<file path="config.mk">
export PLATFORM = sky130hd
export DESIGN_NAME = polar_encoder_n8
export DESIGN_NICKNAME = d
export VERILOG_FILES = /design/src/rtl/polar_encoder_n8.sv
export SDC_FILE = /design/constraint.sdc
export NUM_CORES = 1
export LEC_CHECK = 0
export CORE_MARGIN = 5
export CORE_UTILIZATION = 46
export DETAILED_ROUTE_END_ITERATION = 8
export PLACE_DENSITY_LB_ADDON = 0.25
export SYNTH_ARGS = -nofsm -noshare
export SYNTH_HDL_FRONTEND = slang
export SYNTH_SLANG_ARGS = --single-unit
</file>
<file path="constraint.sdc">
create_clock -name clk -period 3.3 [get_ports clk]
set_clock_uncertainty 0.15 [all_clocks]
set_input_delay 0.825 -clock clk [delete_from_list [all_inputs] [get_ports clk]]
set_output_delay 0.825 -clock clk [all_outputs]
set_load 0.03 [all_outputs]
</file>
<file path="src/rtl/polar_encoder_n8.sv">
// Non-systematic N=8 polar encoder: x = u * F^(x3), one butterfly stage per clock, 3-cycle latency.
// Holds the codeword until out_ready and accepts nothing while busy. Optional BPSK symbol outputs under POLAR_ENC_BPSK_EN.
`ifdef POLAR_ENC_BPSK_EN
`ifndef SIZE
`define SIZE 8
`endif
`endif

module polar_encoder_n8 #(
    parameter logic [7:0] FROZEN_MASK = 8'b0001_0111,
    parameter int         K           = 4
) (
    input  logic         clk,
    input  logic         rst,
    input  logic         in_valid,
    output logic         in_ready,
    input  logic [K-1:0] info_in,
    output logic         out_valid,
    input  logic         out_ready,
    output logic [7:0]   code_out,
    output logic [15:0]  frame_cnt
`ifdef POLAR_ENC_BPSK_EN
    ,
    output logic signed [`SIZE-1:0] x1_out,
    output logic signed [`SIZE-1:0] x2_out,
    output logic signed [`SIZE-1:0] x3_out,
    output logic signed [`SIZE-1:0] x4_out,
    output logic signed [`SIZE-1:0] x5_out,
    output logic signed [`SIZE-1:0] x6_out,
    output logic signed [`SIZE-1:0] x7_out,
    output logic signed [`SIZE-1:0] x8_out
`endif
);

    localparam logic [2:0] IDLE = 3'd0;
    localparam logic [2:0] ST1  = 3'd1;
    localparam logic [2:0] ST2  = 3'd2;
    localparam logic [2:0] ST3  = 3'd3;
    localparam logic [2:0] OUT  = 3'd4;

    function automatic int count_zeros(input logic [7:0] m);
        int n;
        n = 0;
        for (int i = 0; i < 8; i++) begin
            if (!m[i]) n++;
        end
        return n;
    endfunction

    // Info bit index feeding unfrozen position i (number of unfrozen positions below i).
    function automatic int rank_of(input logic [7:0] m, input int pos);
        int n;
        n = 0;
        for (int i = 0; i < pos; i++) begin
            if (!m[i]) n++;
        end
        return n;
    endfunction

    // In-place butterfly of span d: v[j] ^= v[j+d] for j with bit d clear.
    function automatic logic [7:0] bfly(input logic [7:0] v, input logic [2:0] d);
        logic [7:0] r;
        logic [2:0] jj;
        r = v;
        for (int j = 0; j < 8; j++) begin
            jj = j[2:0];
            if ((jj & d) == 3'd0) r[jj] = v[jj] ^ v[jj | d];
        end
        return r;
    endfunction

    generate
        if (count_zeros(FROZEN_MASK) != K) begin : g_bad_k
            $error("polar_encoder_n8: K must equal the number of unfrozen positions");
        end
    endgenerate

    logic [2:0] state;
    logic [7:0] u;
    logic [7:0] u_load;
    logic [7:0] code_nxt;

    genvar gi;
    generate
        for (gi = 0; gi < 8; gi++) begin : g_scatter
            if (!FROZEN_MASK[gi] && (rank_of(FROZEN_MASK, gi) < K)) begin : g_info
                assign u_load[gi] = info_in[rank_of(FROZEN_MASK, gi)];
            end else begin : g_frozen
                assign u_load[gi] = 1'b0;
            end
        end
    endgenerate

    assign in_ready  = (state == IDLE) && !rst;
    assign out_valid = (state == OUT);
    assign code_nxt  = bfly(u, 3'd4);

`ifdef POLAR_ENC_BPSK_EN
    logic signed [`SIZE-1:0] x_reg [8];

    assign x1_out = x_reg[0];
    assign x2_out = x_reg[1];
    assign x3_out = x_reg[2];
    assign x4_out = x_reg[3];
    assign x5_out = x_reg[4];
    assign x6_out = x_reg[5];
    assign x7_out = x_reg[6];
    assign x8_out = x_reg[7];

    // Positive symbol stands for bit 0, matching the decoder's LLR sign.
    always_ff @(posedge clk) begin
        if (rst) begin
            for (int i = 0; i < 8; i++) x_reg[i] <= '0;
        end else if (state == ST3) begin
            for (int i = 0; i < 8; i++) x_reg[i] <= code_nxt[i] ? '1 : `SIZE'sd1;
        end
    end
`endif

    always_ff @(posedge clk) begin
        if (rst) begin
            state     <= IDLE;
            u         <= '0;
            code_out  <= '0;
            frame_cnt <= '0;
        end else begin
            case (state)
                IDLE: begin
                    if (in_valid) begin
                        u     <= u_load;
                        state <= ST1;
                    end
                end
                ST1: begin
                    u     <= bfly(u, 3'd1);
                    state <= ST2;
                end
                ST2: begin
                    u     <= bfly(u, 3'd2);
                    state <= ST3;
                end
                ST3: begin
                    u        <= code_nxt;
                    code_out <= code_nxt;
                    state    <= OUT;
                end
                OUT: begin
                    if (out_ready) begin
                        frame_cnt <= frame_cnt + 16'd1;
                        state     <= IDLE;
                    end
                end
                default: state <= IDLE;
            endcase
        end
    end

endmodule

</file>
# Word-level counts from Yosys, hierarchy flattened
# Cells that the tools add are included.
word_totals:
  reg_bits: 35
  latchBits: 0
  ram_bits: 0
  mem_bits_ro: 0
  inputBits: 8
  output_inout_bits: 26
  mem_count: 0
classes:
  add_sub_neg: 1
  n_mul: 0
  div: 0
  magnitude_cmp: 0
  eq_ne: 6
  shifts: 0
  muxes: 5
  bitwise_logic: 15
  reduce_logical: 20
op_table:
  columns: ["cell", "n"]
  rows:
  - ["one-hot mux 8 bit (4 select lines)", 1]
  - ["adder 16 x 1 -> 16 bit, second input constant", 1]
  - ["one-hot mux 3 bit (5 select lines)", 1]
  - ["AND reduction 4 bit", 3]
  - ["XOR 1 bit", 12]
  - ["AND reduction 3 bit", 3]
  - ["nonzero test 3 bit", 3]
  - ["two-way mux 8 bit", 1]
  - ["equality test 3 x 2 -> 1 bit, second input constant", 2]
  - ["two-way mux 3 bit", 2]
  - ["AND reduction 2 bit", 3]
  - ["nonzero test 2 bit", 3]
  - ["AND reduction 5 bit", 1]
  - ["nonzero test 4 bit", 1]
  - ["equality test 3 x 1 -> 1 bit, second input constant", 1]
  - ["equality test 3 bit, second input constant", 1]
  - ["zero test 3 bit", 1]
  - ["inverter 1 bit", 3]
  - ["inequality test 2 x 1 -> 1 bit, second input constant", 1]
  - ["inequality test 2 bit, second input constant", 1]
  - ["logical AND 1 bit", 1]
  - ["zero test 1 bit", 1]

# Logic depth before layout (Yosys ltp)
depth:
  depth_word: 3
  mapped_depth: 6

# Worst setup path before layout
# OpenSTA, ideal clock, no wires.
synth_path:
  kind: "in2out"
  start: "in rst"
  end: "out in_ready"
  arrival_ns: 1.908
  required_time_ns: 2.325
  path_slack_ns: 0.417
  path_stages: 2
  n_path_buf: 1
  cell_sequence: "clkbuf_1 -> nor4_1"
synth_via:
  elab_chain_cells: 2
synth_lines:
  columns: ["item", "line", "rtl"]
  rows:
  - ["start: declaration", "14", "input logic rst,"]
  - ["zero test 1 bit", "94", "assign in_ready = (state == IDLE) && !rst;"]
  - ["logical AND 1 bit", "94", null]
  - ["end: declaration", "16", "output logic in_ready,"]
# No other way between the ends.

# Final worst setup path
layout_path:
  start: "reg state[2]"
  end: "out out_valid"
layout_via:
  elab_chain_cells: 1
layout_lines:
  columns: ["item", "line", "rtl"]
  rows:
  - ["start: declaration", "78", "logic [2:0] state;"]
  - ["start signal: assignment", "122", "state <= IDLE;"]
  - ["start signal: assignment", "131", "state <= ST1;"]
  - ["start signal: assignment", "136", "state <= ST2;"]
  - ["equality test 3 bit", "95", "assign out_valid = (state == OUT);"]
  - ["end: declaration", "18", "output logic out_valid,"]
# No other way between the ends.

==> run metrics <==
cell taking the most area after synthesis=dfxtp_1; switching power=roughly 230 uW; Power Dens Cells=about 420 nW/um2; H-tree depth=2; DRC errors left=0; mapped cell area=roughly 1700 um2; FILL cells=about 340; Sequential Power Share=between 40% and 50%; worst min path class=reg2reg; Cells after Synth=204; Initial Util=47.0%; top_reg_cell synth=dfxtp_1; top post-synthesis cells by count=dfxtp_1 (35), a21oi_1 (22), nor2_1 (22), nand2_1 (16), clkbuf_1 (10); Crit path required time=around 2300 ps; sw frac=24.9%; first-pass GRT wire length=between 6000 and 7000 um; Core Region=around 3600 um2; DR iter-0 viols=roughly 110; Sinks on Clock Net=35; Fin Setup TNS=0 ps; reg-to-reg startpoint=state[0]$_SDFFE_PP0P_; Root Driver=clkbuf_8; Power, Total=between 900 and 1000 uW; count leader, synth=dfxtp_1; Async SR Flop Fraction=0%; Synth Area per Inst=a little over 8 um2; Reg clk slew, reported paths=about 60 ps; # rows=22; Worst Hold Path Cells=2; fin crit period=~2800 ps; Post-synth EDFFs=0; status=completed; Fmax achieved=0.362 GHz; Yosys top cell area share=41.3%; relative slew slack=70.8%; worst hold start=code_out[7]$_SDFFE_PP0N_; Setup-failing EPs final=0; Logic pwr share=between 10% and 20%; vias per inst=roughly 5.4; largest cells by area after synthesis=dfxtp_1 (41%), a21oi_1 (6.5%), nor2_1 (4.9%); post-synthesis sequential area ratio=roughly two fifths; # diodes=0; total CTS buffers=5; initial antenna violation count=0; I/O pin total=34; final period utilization=roughly 84%; share of cells above drive strength 1=approximately 9%; Die Ht=just over 70 um; R2R cell count=5; placed cells=between 200 and 300; width of the die=~70 um; Crit. End Element=output pin; number of synthesized register bits=35; Slew Limit Fails=0; RSZ-0062 raised after global routing=false; gpl congestion=~0.81; Max-Cap Viols=0; Compound-Gate Fraction of Synth Area=16.7%; Clock power frac=between 30% and 40%; critical path launch point type=flop; worst-margin pin slew=434 ps; largest net degree at the start of global routing=37; DIE AREA=roughly 5000 um2; routed len/inst=approximately 14 um; post-CTS sizing=0; post-synthesis mux area share=about 2.5%; Synth Area in XOR/XNOR=about 6.7%; Synth warnings=0; cts hold-fix bufs=0; Critical Path AT=roughly 1800 ps; worst skew pair latency=290 ps; Distinct cells, synth=45; critical path peak fanout=5; adder-cell area share of the yosys netlist=less than 1%; hpwl dp=between 2000 and 3000 um; Post-DRT Antenna Nets=0; drt total wl=around 3800 um; CTS tree=done; Internal=678 uW; combinational family with the most area after synthesis=simple AND/OR/NAND/NOR gates; worst vdd ir=around 270 uV; worst reg-to-reg setup slack=roughly 1200 ps; global route total overflow=0; Hold Fails Final Rpt=0; Nets=approximately 240; area delta synth->final=27.7%; syn_nets=between 200 and 250; vias in the first global route=roughly 1,300; IO buf count=33; worst r2r dst=frame_cnt[15]$_SDFFE_PP0P_; detailed-route via count=between 1,500 and 2,000; critical path class=reg2out; P_leak=a little over 0.0007 uW; Max clock buf depth=2; fin cells=approximately 280; GRT Total Usage=roughly 16%; drt pass-1 iters=4; Synth Area in Simple Gates=between 20% and 30%; Setup Buffers After CTS=0; Worst Hold Path EP=code_out[7]$_SDFFE_PP0N_
state kept, by name, summed over array words and instances (netlist names):
name       flops
state          3
frame_cnt     16
u              8
code_out       8
placed cells by master (no fill, tap or decap), types with 3 or more instances in the layout:
cell type / n
a211oi_1: 5
a21oi_1: 22
buf_4: 6
clkbuf_8: 7
clkdlybuf4s50_1: 32
dfxtp_1: 35
inv_1: 3
nand2_1: 16
nand2b_1: 4
nand3_1: 6
nor2_1: 22
nor2b_1: 4
nor3_1: 6
nor4_1: 4
o21ai_0: 6
o31ai_1: 4
or3_1: 6
xnor2_1: 7
xor2_1: 6
power groups by stage:
| stage | clock network [uW] | logic, uW | registers [uW] |
|---|---|---|---|
| 6_report | 337 | 115 | 451 |
| 5_1_grt | 366 | 128 | 453 |
| 2_1_floorplan | 0 | 80.1 | 459 |
| 4_1_cts | 347 | 114 | 451 |
| 3_5_place_dp | 0 | 114 | 461 |
| 3_3_place_gp | 0 | 114 | 461 |
kinds of logic after synthesis:
group,Yosys count
xor gates and xnor gates,13
adders and majority gates,1
buffers and inverters,17
and+or+nand+nor,88
muxes,4
AOI/OAI and AO/OA,46
DFF,35
routing by layer:
| layer | share of wire, % | track usage [%] | vias up | wire (um) |
|---|---|---|---|---|
| li1 | - | - | 790 | - |
| met1 | 50 | 22.7 | 704 | 1930 |
| met2 | 42 | 22.3 | 36 | 1630 |
| met3 | 5.4 | 4.26 | 7 | 208 |
| met4 | 2.0 | 7.52 | 0 | 77 |
| met5 | 0 | 0 | - | 0 |
critical path, stage by stage, from the launching register on:
cell	delay, ps
dfxtp_1	330
inv_1	90
nor3_1	340
clkdlybuf4s50_1	750
metrics by stage:
step / util (%) / setup WS, ps / hold slack, ps / instance area, um2
2_1_floorplan: - / 417 / 334 / 1700
3_3_place_gp: 57.3 / 577 / 294 / 2070
3_5_place_dp: 57.3 / 518 / 304 / 2070
4_1_cts: 60.1 / 525 / 314 / 2170
5_1_grt: 60.1 / 413 / 330 / 2170
6_report: 60.1 / 536 / 308 / 2170
cell type report:
cell class | count | area [um2] | area share, %
Clock buffer | 8 | 100 | 4.62
Multi-Input combinational cell | 152 | 928 | 42.9
Inverter | 3 | 11.3 | 0.520
Sequential cell | 35 | 701 | 32.4
Timing Repair Buffer | 38 | 365 | 16.9
Tap cell | 48 | 60.1 | 2.77
worst max path at each step:
| stage | slack (ps) | end | from | cells after the start |
|---|---|---|---|---|
| after global placement | 580 | frame_cnt[15]$_SDFFE_PP0P_ | out_ready | 5 |
| after CTS | 530 | out_valid | state[2]$_SDFFE_PP0P_ | 3 |
| after detailed placement | 520 | frame_cnt[15]$_SDFFE_PP0P_ | out_ready | 5 |
| final | 540 | out_valid | state[2]$_SDFFE_PP0P_ | 3 |
| after floorplan | 420 | in_ready | rst | 2 |
| after global routing | 410 | out_valid | state[2]$_SDFFE_PP0P_ | 3 |
(Power assumes the default switching activity.)
